===== src/rtl/dc_pred_ctrl.sv =====
// AV1 intra DC prediction sequencer: sums above/left neighbours, derives DC, emits raster 4x4 tiles.
// Optional macro DC_PRED_CTRL_PERF_EN adds perf_blocks / perf_stall counter outputs.
module dc_pred_ctrl #(
  parameter int SAMPLE_W = 10,
  parameter int SUM_W    = SAMPLE_W + 7
) (
  input  logic                clk,
  input  logic                rst_n,
  input  logic                cmd_valid,
  output logic                cmd_ready,
  input  logic [2:0]          cmd_log2w,
  input  logic [2:0]          cmd_log2h,
  input  logic                cmd_have_above,
  input  logic                cmd_have_left,
  input  logic                nb_valid,
  output logic                nb_ready,
  input  logic [SAMPLE_W-1:0] nb_data,
  output logic                tile_valid,
  input  logic                tile_ready,
  output logic [3:0]          tile_x,
  output logic [3:0]          tile_y,
  output logic [SAMPLE_W-1:0] tile_dc,
  output logic                tile_last,
`ifdef DC_PRED_CTRL_PERF_EN
  output logic [15:0]         perf_blocks,
  output logic [15:0]         perf_stall,
`endif
  output logic                busy
);
  localparam int CNT_W = $clog2(SUM_W + 1);

  typedef enum logic [2:0] {S_IDLE, S_LOAD_ABOVE, S_LOAD_LEFT, S_DIVIDE, S_EMIT} state_t;

  state_t              state_q;
  logic [2:0]          log2w_q, log2h_q;
  logic                have_above_q, have_left_q;
  logic [SUM_W-1:0]    sum_q, quo_q;
  logic [7:0]          rem_q;
  logic [6:0]          cnt_q;
  logic [CNT_W-1:0]    div_cnt_q;
  logic [3:0]          tile_x_q, tile_y_q;
  logic [SAMPLE_W-1:0] tile_dc_q;
  logic                tile_last_q;

  function automatic logic [2:0] clamp_log2(input logic [2:0] v);
    if (v < 3'd2) return 3'd2;
    if (v > 3'd6) return 3'd6;
    return v;
  endfunction

  logic [6:0]          w_len, h_len;
  logic [7:0]          wh_sum;
  logic [3:0]          wt_last, ht_last;
  logic [SUM_W-1:0]    sum_add;
  logic [SUM_W:0]      sum_ext;
  logic                nonsq_both;

  assign w_len      = 7'd1 << log2w_q;
  assign h_len      = 7'd1 << log2h_q;
  assign wh_sum     = {1'b0, w_len} + {1'b0, h_len};
  assign wt_last    = 4'((w_len >> 2) - 7'd1);
  assign ht_last    = 4'((h_len >> 2) - 7'd1);
  assign sum_add    = sum_q + SUM_W'(nb_data);
  assign sum_ext    = {1'b0, sum_q};
  assign nonsq_both = have_above_q && have_left_q && (log2w_q != log2h_q);

  // Restoring divider step; the first iteration seeds itself from the rounded sum.
  logic [SUM_W-1:0] div_num, quo_d;
  logic [7:0]       rem_src, rem_d;
  logic [8:0]       div_trial;
  logic             div_ge;
  always_comb begin
    div_num   = (div_cnt_q == '0) ? sum_q + SUM_W'(wh_sum >> 1) : quo_q;
    rem_src   = (div_cnt_q == '0) ? 8'd0 : rem_q;
    div_trial = {rem_src, div_num[SUM_W-1]};
    div_ge    = div_trial >= {1'b0, wh_sum};
    rem_d     = div_ge ? 8'(div_trial - {1'b0, wh_sum}) : div_trial[7:0];
    quo_d     = {div_num[SUM_W-2:0], div_ge};
  end

  logic [SAMPLE_W-1:0] dc_one;
  always_comb begin
    dc_one = '0;
    unique case ({have_above_q, have_left_q})
      2'b11:   dc_one = SAMPLE_W'((sum_ext + (SUM_W+1)'(w_len)) >> (log2w_q + 3'd1));
      2'b10:   dc_one = SAMPLE_W'((sum_ext + (SUM_W+1)'(w_len >> 1)) >> log2w_q);
      2'b01:   dc_one = SAMPLE_W'((sum_ext + (SUM_W+1)'(h_len >> 1)) >> log2h_q);
      default: dc_one[SAMPLE_W-1] = 1'b1;
    endcase
  end

  logic [3:0] nx_d, ny_d;
  logic       nlast_d;
  always_comb begin
    if (tile_x_q == wt_last) begin
      nx_d = 4'd0;
      ny_d = tile_y_q + 4'd1;
    end else begin
      nx_d = tile_x_q + 4'd1;
      ny_d = tile_y_q;
    end
    nlast_d = (nx_d == wt_last) && (ny_d == ht_last);
  end

  always_ff @(posedge clk or negedge rst_n) begin
    if (!rst_n) begin
      state_q      <= S_IDLE;
      log2w_q      <= 3'd2;
      log2h_q      <= 3'd2;
      have_above_q <= 1'b0;
      have_left_q  <= 1'b0;
      sum_q        <= '0;
      quo_q        <= '0;
      rem_q        <= '0;
      cnt_q        <= '0;
      div_cnt_q    <= '0;
      tile_x_q     <= '0;
      tile_y_q     <= '0;
      tile_dc_q    <= '0;
      tile_last_q  <= 1'b0;
    end else begin
      unique case (state_q)
        S_IDLE: if (cmd_valid) begin
          log2w_q      <= clamp_log2(cmd_log2w);
          log2h_q      <= clamp_log2(cmd_log2h);
          have_above_q <= cmd_have_above;
          have_left_q  <= cmd_have_left;
          sum_q        <= '0;
          cnt_q        <= '0;
          div_cnt_q    <= '0;
          if (cmd_have_above)     state_q <= S_LOAD_ABOVE;
          else if (cmd_have_left) state_q <= S_LOAD_LEFT;
          else                    state_q <= S_DIVIDE;
        end
        S_LOAD_ABOVE: if (nb_valid) begin
          sum_q <= sum_add;
          if (cnt_q == w_len - 7'd1) begin
            cnt_q   <= '0;
            state_q <= have_left_q ? S_LOAD_LEFT : S_DIVIDE;
          end else begin
            cnt_q <= cnt_q + 7'd1;
          end
        end
        S_LOAD_LEFT: if (nb_valid) begin
          sum_q <= sum_add;
          if (cnt_q == h_len - 7'd1) begin
            cnt_q   <= '0;
            state_q <= S_DIVIDE;
          end else begin
            cnt_q <= cnt_q + 7'd1;
          end
        end
        S_DIVIDE: begin
          if (nonsq_both && div_cnt_q != CNT_W'(SUM_W - 1)) begin
            quo_q     <= quo_d;
            rem_q     <= rem_d;
            div_cnt_q <= div_cnt_q + 1'b1;
          end else begin
            tile_dc_q   <= nonsq_both ? quo_d[SAMPLE_W-1:0] : dc_one;
            div_cnt_q   <= '0;
            tile_x_q    <= '0;
            tile_y_q    <= '0;
            tile_last_q <= (log2w_q == 3'd2) && (log2h_q == 3'd2);
            state_q     <= S_EMIT;
          end
        end
        S_EMIT: if (tile_ready) begin
          if (tile_last_q) begin
            tile_x_q    <= '0;
            tile_y_q    <= '0;
            tile_last_q <= 1'b0;
            state_q     <= S_IDLE;
          end else begin
            tile_x_q    <= nx_d;
            tile_y_q    <= ny_d;
            tile_last_q <= nlast_d;
          end
        end
        default: state_q <= S_IDLE;
      endcase
    end
  end

  assign cmd_ready  = (state_q == S_IDLE);
  assign nb_ready   = (state_q == S_LOAD_ABOVE) || (state_q == S_LOAD_LEFT);
  assign tile_valid = (state_q == S_EMIT);
  assign busy       = (state_q != S_IDLE);
  assign tile_x     = tile_x_q;
  assign tile_y     = tile_y_q;
  assign tile_dc    = tile_dc_q;
  assign tile_last  = tile_last_q;

`ifdef DC_PRED_CTRL_PERF_EN
  logic [15:0] perf_blocks_q, perf_stall_q;
  always_ff @(posedge clk or negedge rst_n) begin
    if (!rst_n) begin
      perf_blocks_q <= '0;
      perf_stall_q  <= '0;
    end else if (state_q == S_EMIT) begin
      if (tile_ready && tile_last_q) perf_blocks_q <= perf_blocks_q + 16'd1;
      if (!tile_ready && perf_stall_q != 16'hFFFF) perf_stall_q <= perf_stall_q + 16'd1;
    end
  end
  assign perf_blocks = perf_blocks_q;
  assign perf_stall  = perf_stall_q;
`endif
endmodule


===== config.mk =====
export PLATFORM = sky130hd
export DESIGN_NAME = dc_pred_ctrl
export DESIGN_NICKNAME = d
export VERILOG_FILES = /design/src/rtl/dc_pred_ctrl.sv
export SDC_FILE = /design/constraint.sdc
export NUM_CORES = 1
export LEC_CHECK = 0
export BUFFER_PORTS_ARGS = -buffer_cell sky130_fd_sc_hd__buf_2
export CELL_PAD_IN_SITES_DETAIL_PLACEMENT = 1
export CELL_PAD_IN_SITES_GLOBAL_PLACEMENT = 2
export CORE_ASPECT_RATIO = 1.1
export CORE_MARGIN = 8
export CORE_UTILIZATION = 38
export DETAILED_ROUTE_END_ITERATION = 10
export PLACE_DENSITY = 0.94
export RECOVER_POWER = 50
export SLEW_MARGIN = 20
export SYNTH_ARGS = -nofsm -noshare
export SYNTH_HDL_FRONTEND = slang
export SYNTH_SLANG_ARGS = --single-unit

===== constraint.sdc =====
create_clock -name clk -period 7.78 [get_ports clk]
set_clock_uncertainty 0.2 [all_clocks]
set_input_delay 0.778 -clock clk [delete_from_list [all_inputs] [get_ports clk]]
set_output_delay 0.778 -clock clk [all_outputs]
set_load 0.01 [all_outputs]

==> metrics <==
status finished with violations; failing checks capacitance limit, slew limit; slowest CP cell dfrtp_1; commonest non-fill, non-tap cells in the layout nand2_1 (131), nor2_1 (102), a21oi_1 (86); Synth Register Bits 84; worst endpoint required time 7.85 ns; share of cells above drive strength 1 8.74%; Max Root-Sink Buffers 2; chip height 185 microns; Final TNS setup 0 ns; largest family of logic cells by synthesized area compound AO/OA/AOI/OAI gates; Final setup viols 0; CTS tree done; clk_lat worst skew 0.36 ns; post-synthesis adder-cell area fraction 8.33%; Internal Dissipation 1980 uW; Least-Margin Pin Slew 2.76 ns; Syn. warnings 0; area of the core 25,900 sq um; Final Cycle Share 88.0%; Final Hold Fails 0; post-layout min period 6.84 ns; CTS Root Cell clkbuf_16; Setup Crit Path Kind reg2reg; n_diodes 0; Post-Synthesis Cells 1,293; total iterations of the first detailed-routing run 5; Pwr Total 4490 uW; simple-gate share of the synthesized area 24.2%; syn_area_per_cell 7.67 sq um; Routed Antenna Nets 0; pin count of the biggest net entering global routing 48; CTS HTree Levels 3; syn_nets 1,377; initial antenna violation count 0; top cell type's share of synthesized area 20.7%; type of the most critical hold path reg2reg; DRC 0; Area growth, synth to finish 6.89%; multiplexer share of the synthesized area 5.20%; NetSw 2510 uW; clock slew at reported path FFs 0.07 ns; number of flops mapped to enable cells by yosys 0; crit-path max FO 17; clock power share 9.6%; cell taking the most area after synthesis dfrtp_1; port bufs 45; maxcap violations 2; vias post-DR 10,100; top achievable clock speed 146 MHz; Static Leak 0.00431 uW; Startpoint Class register; vias in the first global route 10,300; sequential area share after synthesis 21.2%; RSZ-0062 raised after global routing false; Buffers & Inverters on Critical Path 3; CTS Buf Count 9; multi-input combinational cell area 7280 sq um; commonest non-fill, non-tap cell in the layout nand2_1; row count 62; vias per inst 6.20; sequential power share 18.3%; synthesized area 9910 sq um; total grt overflow 0; Nets 1,362; Total GRT Usage 23.7%; max-slew violations 87; power per cell area 424 nW/um^2; first-pass GRT wire length 58.7 mm; ys async rst share 100%; Reg area 2100 sq um; count of cell types in the netlist 90; routed length per instance 22.7 microns; crit-path max cell delay 0.74 ns; Synth Flop Type dfrtp_1; drt initial violations 775; final WL 37.0 mm; Die Area 31,500 sq um; # hold bufs at CTS 0; Post-CTS Repair Setup Buffers 0; Synth Area in Compound Gates 26.0%; Die Wd 170 microns; Initial Utilization 38.3%; VDD IR-drop max 0.198 mV; CP endpoint kind register; CP arrival 6.92 ns; count of clock tree sinks 84; synth top area cells dfrtp_1 (21%), ha_1 (7.3%), xnor2_1 (7.1%); Sw Ratio 55.8%; PostCTS Resize Cnt 0; GPL Wtd Cong 0.957; Comb pwr share 72.2%; dpl hpwl 28.8 mm; post-synthesis xor/xnor area fraction 9.63%; CP delay by family, top compound AO/OA/AOI/OAI gates; Filler cells 3,253; io pins 46; worst hold margin 0.274 ns; relative slew slack -84.0%
worst min-delay path, stage by stage, from the launching register on:
cell,delay (ns)
dfrtp_1,0.34
nand2_1,0.05
o21ai_0,0.06
synth_stat cells (all sizes together) (15+ instances only):
library cell,count
a211oi,19
a21o,19
a21oi,87
a31oi,19
and2,29
and3,20
buf,20
clkbuf,70
dfrtp,82
ha,58
inv,45
mux2i,30
nand2,131
nand3,54
nand4,17
nor2,102
nor2b,22
nor3,32
o211ai,15
o21ai,82
xnor2,80
xor2,29
final cells by class:
cell class / count / share of cell area [%]
Multi-Input combinational cell: 1074 / 68.7
Sequential cell: 84 / 19.9
Tap cell: 352 / 4.16
Timing Repair Buffer: 64 / 3.28
Clock buffer: 11 / 2.20
Inverter: 45 / 1.59
Clock inverter: 4 / 0.260
per-layer routing:
metal | part of all wire, % | track usage (%) | wire, microns | vias to the layer above
met1 | 45 | 31.7 | 16700 | 5073
met2 | 47 | 38.9 | 17200 | 310
met4 | 2.5 | 7.69 | 907 | 0
met3 | 6.0 | 3.22 | 2230 | 60
li1 | - | - | - | 4690
met5 | 0 | 0 | 0 | -
power groups by stage:
stage               Sequential [uW]  Combinational, uW  Clock (uW)
finish                          820               3240         429
global route                    842               3550         444
CTS                             810               3220         431
detailed placement              817               3190           0
global placement                811               3120           0
floorplan                       664               2440           0
kinds of logic (layout without fill, tap and decap cells):
group	count (synthesis)	count (layout)
buffers and inverters	135	124
AO/OA/AOI/OAI	382	382
multiplexers	42	42
XOR/XNOR	109	109
adder cells (fa/ha/maj)	65	65
AND/OR/NAND/NOR	476	476
flip-flops	84	84
stage by stage:
step	setup slack, ns	instance area [sq um]	cells	util, %
after global placement	1.32	10400	1619	40.0
after floorplan	1.13	9910	1293	-
after detailed placement	1.05	10400	1619	40.0
final	0.937	10600	1634	40.9
after CTS	1.01	10600	1634	41.0
after global routing	0.296	10600	1634	40.9
final timing paths:
path	endpoint	startpoint	slack, ns	depth (start not counted)
max	tile_dc[0]$_DFFE_PN0P_	log2h_q[2]$_DFFE_PN0P_	0.94	28
min	quo_q[9]$_DFFE_PN0P_	quo_q[9]$_DFFE_PN0P_	0.27	2
min reg2reg	quo_q[9]$_DFFE_PN0P_	quo_q[9]$_DFFE_PN0P_	0.27	2
max in group asynchronous	sum_q[7]$_DFFE_PN0P_	rst_n	3.12	2
max reg2reg	tile_dc[0]$_DFFE_PN0P_	log2h_q[2]$_DFFE_PN0P_	0.94	28
min in group asynchronous	rem_q[2]$_DFFE_PN0P_	rst_n	0.81	1
sequential cells by signal, indices dropped and copies added (netlist names), 3 cells and up:
signal / cells
tile_y: 4
state_q: 3
div_cnt_q: 5
log2h_q: 3
log2w_q: 3
quo_q: 17
cnt_q: 7
rem_q: 8
tile_x: 4
sum_q: 17
tile_dc: 10
No activity file was read; power rests on OpenSTA's default activity.
